### src/rtl/alu_op_sequencer.sv
// Purpose : one-at-a-time command sequencer that drives the 4-bit ALU and returns its result.
// Latency : result captured SETTLE_CYCLES edges after command accept, then held until taken.
// Backpr. : cmd_ready only in IDLE; rsp_valid/rsp_f/rsp_op hold stable until rsp_ready.
//
// Ports: clk/rst_n (async active-low); cmd_valid/cmd_ready/cmd_a/cmd_b/cmd_op command port;
//        alu_a/alu_b/alu_m registered ALU inputs, alu_f ALU result;
//        rsp_valid/rsp_ready/rsp_f/rsp_op response port; busy, op_count, mismatch status.
// Option : define ALU_SEQ_SELFCHECK_EN to build the golden-model result checker
//          (otherwise mismatch is tied to 0).
module alu_op_sequencer #(
  parameter int SETTLE_CYCLES = 2
) (
  input  logic       clk,
  input  logic       rst_n,
  input  logic       cmd_valid,
  output logic       cmd_ready,
  input  logic [3:0] cmd_a,
  input  logic [3:0] cmd_b,
  input  logic [2:0] cmd_op,
  output logic [3:0] alu_a,
  output logic [3:0] alu_b,
  output logic [2:0] alu_m,
  input  logic [7:0] alu_f,
  output logic       rsp_valid,
  input  logic       rsp_ready,
  output logic [7:0] rsp_f,
  output logic [2:0] rsp_op,
  output logic       busy,
  output logic [7:0] op_count,
  output logic       mismatch
);

  typedef enum logic [1:0] {
    IDLE   = 2'd0,
    SETTLE = 2'd1,
    RESP   = 2'd2
  } state_t;

  state_t     state, state_nxt;
  logic [3:0] settle_cnt;
  logic       accept;
  logic       capture;
  logic       done;

  // State register
  always_ff @(posedge clk or negedge rst_n) begin
    if (!rst_n) begin
      state <= IDLE;
    end else begin
      state <= state_nxt;
    end
  end

  // Next-state and handshake decode
  always_comb begin
    state_nxt = state;
    accept    = 1'b0;
    capture   = 1'b0;
    done      = 1'b0;
    case (state)
      IDLE: begin
        if (cmd_valid) begin
          accept    = 1'b1;
          state_nxt = SETTLE;
        end
      end
      SETTLE: begin
        if (settle_cnt == 4'd0) begin
          capture   = 1'b1;
          state_nxt = RESP;
        end
      end
      RESP: begin
        // A command presented here is not taken; it waits for the IDLE cycle.
        if (rsp_ready) begin
          done      = 1'b1;
          state_nxt = IDLE;
        end
      end
      default: state_nxt = IDLE;
    endcase
  end

  assign cmd_ready = (state == IDLE);
  assign busy      = (state != IDLE);
  assign rsp_valid = (state == RESP);

  // Datapath: ALU input latches, settle counter, response capture, op counter
  always_ff @(posedge clk or negedge rst_n) begin
    if (!rst_n) begin
      alu_a      <= 4'd0;
      alu_b      <= 4'd0;
      alu_m      <= 3'd0;
      settle_cnt <= 4'd0;
      rsp_f      <= 8'd0;
      rsp_op     <= 3'd0;
      op_count   <= 8'd0;
    end else begin
      if (accept) begin
        alu_a      <= cmd_a;
        alu_b      <= cmd_b;
        alu_m      <= cmd_op;
        settle_cnt <= 4'(SETTLE_CYCLES - 1);
      end else if (state == SETTLE && settle_cnt != 4'd0) begin
        settle_cnt <= settle_cnt - 4'd1;
      end
      if (capture) begin
        rsp_f  <= alu_f;
        rsp_op <= alu_m;
      end
      if (done) begin
        op_count <= op_count + 8'd1;
      end
    end
  end

`ifdef ALU_SEQ_SELFCHECK_EN
  // Reference result for the latched operands; widths follow the ALU opcode table.
  function automatic logic [7:0] golden(input logic [3:0] a, input logic [3:0] b,
                                        input logic [2:0] m);
    logic [4:0] a5, b5;
    a5 = {1'b0, a};
    b5 = {1'b0, b};
    case (m)
      3'd0:    golden = {3'b000, a5 + b5};
      3'd1:    golden = {3'b000, a5 - b5};
      3'd2:    golden = {3'b000, a5 + 5'd1};
      3'd3:    golden = {4'h0, a - 4'd1};
      3'd4:    golden = {3'b000, a, 1'b0};
      3'd5:    golden = {5'b00000, a[3:1]};
      3'd6:    golden = {4'h0, a & b};
      default: golden = {4'h0, a | b};
    endcase
  endfunction

  // Sticky until reset: one bad result is enough to flag the datapath.
  always_ff @(posedge clk or negedge rst_n) begin
    if (!rst_n) begin
      mismatch <= 1'b0;
    end else if (capture && (alu_f != golden(alu_a, alu_b, alu_m))) begin
      mismatch <= 1'b1;
    end
  end
`else
  assign mismatch = 1'b0;
`endif

endmodule

### config.mk
export PLATFORM = sky130hd
export DESIGN_NAME = alu_op_sequencer
export DESIGN_NICKNAME = d
export VERILOG_FILES = /design/src/rtl/alu_op_sequencer.sv
export SDC_FILE = /design/constraint.sdc
export NUM_CORES = 1
export LEC_CHECK = 0
export CORE_ASPECT_RATIO = 1.4
export CORE_MARGIN = 1
export CORE_UTILIZATION = 49
export CTS_BUF_LIST = sky130_fd_sc_hd__clkbuf_2
export CTS_CLUSTER_SIZE = 20
export DETAILED_ROUTE_END_ITERATION = 12
export HOLD_SLACK_MARGIN = 0.03
export MAX_ROUTING_LAYER = met4
export PLACE_DENSITY = 0.87
export SYNTH_ARGS = -nofsm -noshare
export SYNTH_HDL_FRONTEND = slang
export SYNTH_SLANG_ARGS = --single-unit
### constraint.sdc
create_clock -name clk -period 4.3 [get_ports clk]
set_input_delay 0.86 -clock clk [delete_from_list [all_inputs] [get_ports clk]]
set_output_delay 0.86 -clock clk [all_outputs]
set_load 0.02 [all_outputs]
=== Word-level counts from Yosys, hierarchy flattened ===
Cells that the tools add are included.

* Register bits after elaboration: 36
* Bits of input ports: 23

* Add/subtract/negate cells: 2
* Eq/ne operators: 5
* Muxes and demuxes: 12
* Reduce and logical (&&, ||, !) cells: 7

{| class="wikitable"
|+ Operators with widths
! kind !! count
|-
| $add A8 B1 Y8 const B || 1
|-
| $mux W4 || 2
|-
| $mux W1 || 6
|-
| $mux W2 || 3
|-
| $pmux W2 S3 || 1
|-
| $logic_not A4 Y1 || 1
|-
| $ne A2 B2 Y1 const B || 2
|-
| $reduce_bool A2 Y1 || 2
|-
| $reduce_bool A4 Y1 || 1
|-
| $sub A4 B1 Y4 const B || 1
|-
| $reduce_and A3 Y1 || 1
|-
| $eq A2 B1 Y1 const B || 1
|-
| $eq A2 B2 Y1 const B || 1
|-
| $logic_not A2 Y1 || 1
|-
| $ne A2 B1 Y1 const B || 1
|-
| $logic_and A1 B1 Y1 || 1
|}

=== Logic depth before layout (Yosys ltp) ===
* Depth after elaboration: 4
* Mapped depth: 5

=== Worst setup path after synthesis ===
OpenSTA, ideal clock, no wires.

* Path kind: register to output
* Start point: reg state[1]
* End point: out busy
* Arrival: 1006 ps
* Required time: 3440 ps
* Path slack: 2434 ps
* Stages on the path, launching flop included: 3
* Path buffers: 0
* Cells stage by stage: dfrtp_1 nor2_1 inv_1

* Word-level cells in the longest chain between the ends: 1

{| class="wikitable"
|+ Ends and longest elaborated chain
! item !! line !! text
|-
| start, declared || 39 || <nowiki>state_t state, state_nxt;</nowiki>
|-
| start signal, assigned || 50 || <nowiki>state <= state_nxt;</nowiki>
|-
| $reduce_bool A2 Y1 || 85 || <nowiki>assign busy = (state != IDLE);</nowiki>
|-
| end, declared || 28 || <nowiki>output logic busy,</nowiki>
|}

Every way passes these cells.

=== Worst setup path in the final report ===
* Start point: reg state[0]
* End point: out rsp_valid

* Word-level cells in the longest chain between the ends: 1

{| class="wikitable"
|+ Ends and longest elaborated chain
! item !! line !! text
|-
| $eq A2 B2 Y1 || 86 || <nowiki>assign rsp_valid = (state == RESP);</nowiki>
|-
| end, declared || 24 || <nowiki>output logic rsp_valid,</nowiki>
|}

Every way passes these cells.

==> results.md <==
* Vias at 1,075
* Hold WC Path Type: reg -> reg
* Syn_area_per_cell at 13.87 um2
* NumNets Final at 198
* Min cycle time layout at 2666 ps
* N_diodes at 0
* Share of layout cells above drive strength 1 at slightly below 20%
* Die W at 49.60 um
* Remaining Overflow, GRT at 0
* Fmax achieved at 375.2 MHz
* Fin. max-slew vios at 0
* Most used flip-flop cell after synthesis: dfrtp_1
* WL final at 2.928 mm
* TritonCTS clock tree: built
* Root buffer cell: clkbuf_2
* CTS resizes at 0
* Leak at 0.9898 nW
* Max_slew headroom at approximately 36%
* Worst path max stage delay at 600 ps
* Yosys warning count at 0
* Area leader, netlist: dfrtp_1
* Leading post-synthesis cells by cell area: dfrtp_1 58%, mux2_2 10%, mux2_4 8.7%
* Top-area cell type share of the netlist area at between 50% and 60%
* Top cells by count, synth: 36 x dfrtp_1, 14 x mux2_2, 9 x mux2_4
* Syn_nets at 138
* Final setup violation count at 0
* Pwr Density at 699.5 nW/um2
* Seq/Total Area, Yosys at 57.97%
* Synth Register Bits at 36
* Initial core utilization at between 50% and 60%
* Wire per inst at 13.94 um
* Post-route insts no fill at between 200 and 250
* Largest net degree at the start of global routing at 37
* Fraction of registers with async set/reset at 100.0%
* Crit. End Element: output pin
* DRC at 0
* Die ar. at 3404 um2
* RSZ-0062 raised after global routing: no
* Clock Pin Slew Worst Setup and Hold Paths at 180 ps
* CP Max Fanout at 7
* Placed insts at 202
* Design Power at around 0.0015 W
* Cts-stage hold buffer count at 0
* Crit path required time at 3440 ps
* Bufs on Longest Clock Path at 2
* Antenna Nets Post-Route at 0
* Most common cell in the netlist: dfrtp_1
* H-tree depth at 2
* DRT iter0 DRCs at 7
* Hold Startpoint: op_count[7]
* Overall Global Routing Usage at 21.01%
* Worst VDD drop at 0.4125 mV
* Vias in the first global route at 1,141
* WS Path Type: reg -> out
* Synth Cell Area at 1554 um2
* Num CTS Buffers at 5
* Layout Skew at roughly 22 ps
* Slowest CP cell: clkdlybuf4s50_1
* Initial antenna violation count at 0
* Placer Congestion at 0.8027
* Cells along the critical path: nand2b_1, inv_1, clkdlybuf4s50_1
* DP Wirelength at 2.153 mm
* Post-CTS Setup Inserts at 0
* Fin Setup TNS at 0 ps
* Number of synthesized flops with an enable pin at 0
* IO Pins at 57
* Worst reg2reg path startpoint: settle_cnt[0]
* Final hold vios at 0
* Worst-Skew Late Latency at about 380 ps
* CORE AREA at 2935 um2
* Drt first pass iters at 4
* Clock Sinks at 36
* Die height at 68.64 um
* First-pass GRT wire length at around 5 mm
* Crit. Startpoint: state[0]
* Worst slew pin tran at 963.0 ps
* Max-Cap Viols at 0
* Via-per-instance ratio at 5.119
* Layout fillers at 234
* Worst EP arrival at 1810 ps
* Critical path launch point type: register
* Mapped Cells at 112
* I/O Buffers at 55
* Yosys cell types at 29
* Row cnt at 23
* Final Cycle Share at roughly three fifths
* Status: complete, no violations
* Area grow syn2layout at 40.02%
[registers in the layout, indices dropped and copies added, names as in the netlist]
signal,cells
op_count,8
rsp_f,8
alu_a,4
alu_b,4
settle_cnt,4
alu_m,3
rsp_op,3
state,2
[cell families after synthesis]
group	count (synthesis)	share of synthesized area, %
flops	36	57.97
simple gates	26	10.39
mux	24	19.48
compound gates	8	3.059
xor+xnor	7	3.945
buf+inv	7	2.496
fa+ha+maj	3	2.416
other cells	1	0.2413
[cells in the final DEF (no fill, tap or decap)]
cell             synthesis  routed
nand3_1                  3       3
clkinvlp_4               0       1
a311oi_1                 1       1
nor3b_2                  2       2
nand2_1                  3       3
dfrtp_1                 36      36
and3_1                   1       1
or3b_2                   1       1
o41ai_1                  1       1
a21oi_1                  3       3
clkdlybuf4s50_1          0      55
buf_4                    1       1
mux2_4                   9       9
nand2b_1                 3       3
nand3b_1                 1       1
xnor2_1                  3       3
ha_1                     3       3
clkinv_1                 0       1
nor3b_1                  1       1
nor3_1                   3       3
nor2_1                   3       3
clkbuf_2                 0       6
nor2b_1                  1       1
conb_1                   1       1
o21ai_0                  3       3
xor2_1                   4       4
and4b_1                  1       1
mux2i_1                  1       1
inv_1                    4       4
nand4_1                  3       3
mux2_2                  14      14
[report_power, final]
part | internal [W] | total [W] | switching [W]
Clock | 0.0000406 | 0.000147 | 0.000106
Sequential | 0.000479 | 0.000583 | 0.000104
Combinational | 0.000437 | 0.000792 | 0.000355
Total | 0.000957 | 0.00152 | 0.000565
[metrics by stage]
step	area, um2	util (%)	hold WS, ps	setup WS [ps]
after floorplan	1554	-	519.2	2434
after global placement	2135	72.72	460.1	1664
after detailed placement	2135	72.72	465.4	1644
after CTS	2176	74.13	491.4	1597
after global routing	2176	74.13	496.3	1471
final	2176	74.13	486.8	1634
[critical path, delay by kind of cell (launching register included)]
| kind | cells | cell delay (ps) |
|---|---|---|
| simple gates | 1 | 230 |
| flops | 1 | 490 |
| buf+inv | 2 | 700 |
[metal layers]
layer	track usage, %	part of all wire [%]	wire length [um]
met1	22.30	41	1204
met2	34.46	48	1410
met5	-	0	0
met4	10.71	1.8	52
met3	7.895	8.9	260
[area by class of cell]
type                    count  area [um2]  area share [%]
flip-flops and latches     36       900.9           41.40
multi-input cells          69       614.3           28.23
repair buffers             56       558.0           25.65
well taps                  37       46.29           2.128
clock buffers               6       30.03           1.380
inverters                   4       15.01          0.6901
clock inverters             2       11.26          0.5175
[final timing paths]
path / end / slack, ps / cells after the start
worst min register to register: op_count[7] / 490 / 1
worst max-delay path: rsp_valid / 1630 / 3
max in group asynchronous: alu_b[2] / 3100 / 2
worst max register to register: rsp_f[6] / 2400 / 4
min in group asynchronous: op_count[4] / 860 / 2
worst min-delay path: op_count[7] / 490 / 1
(Power assumes the default switching activity.)
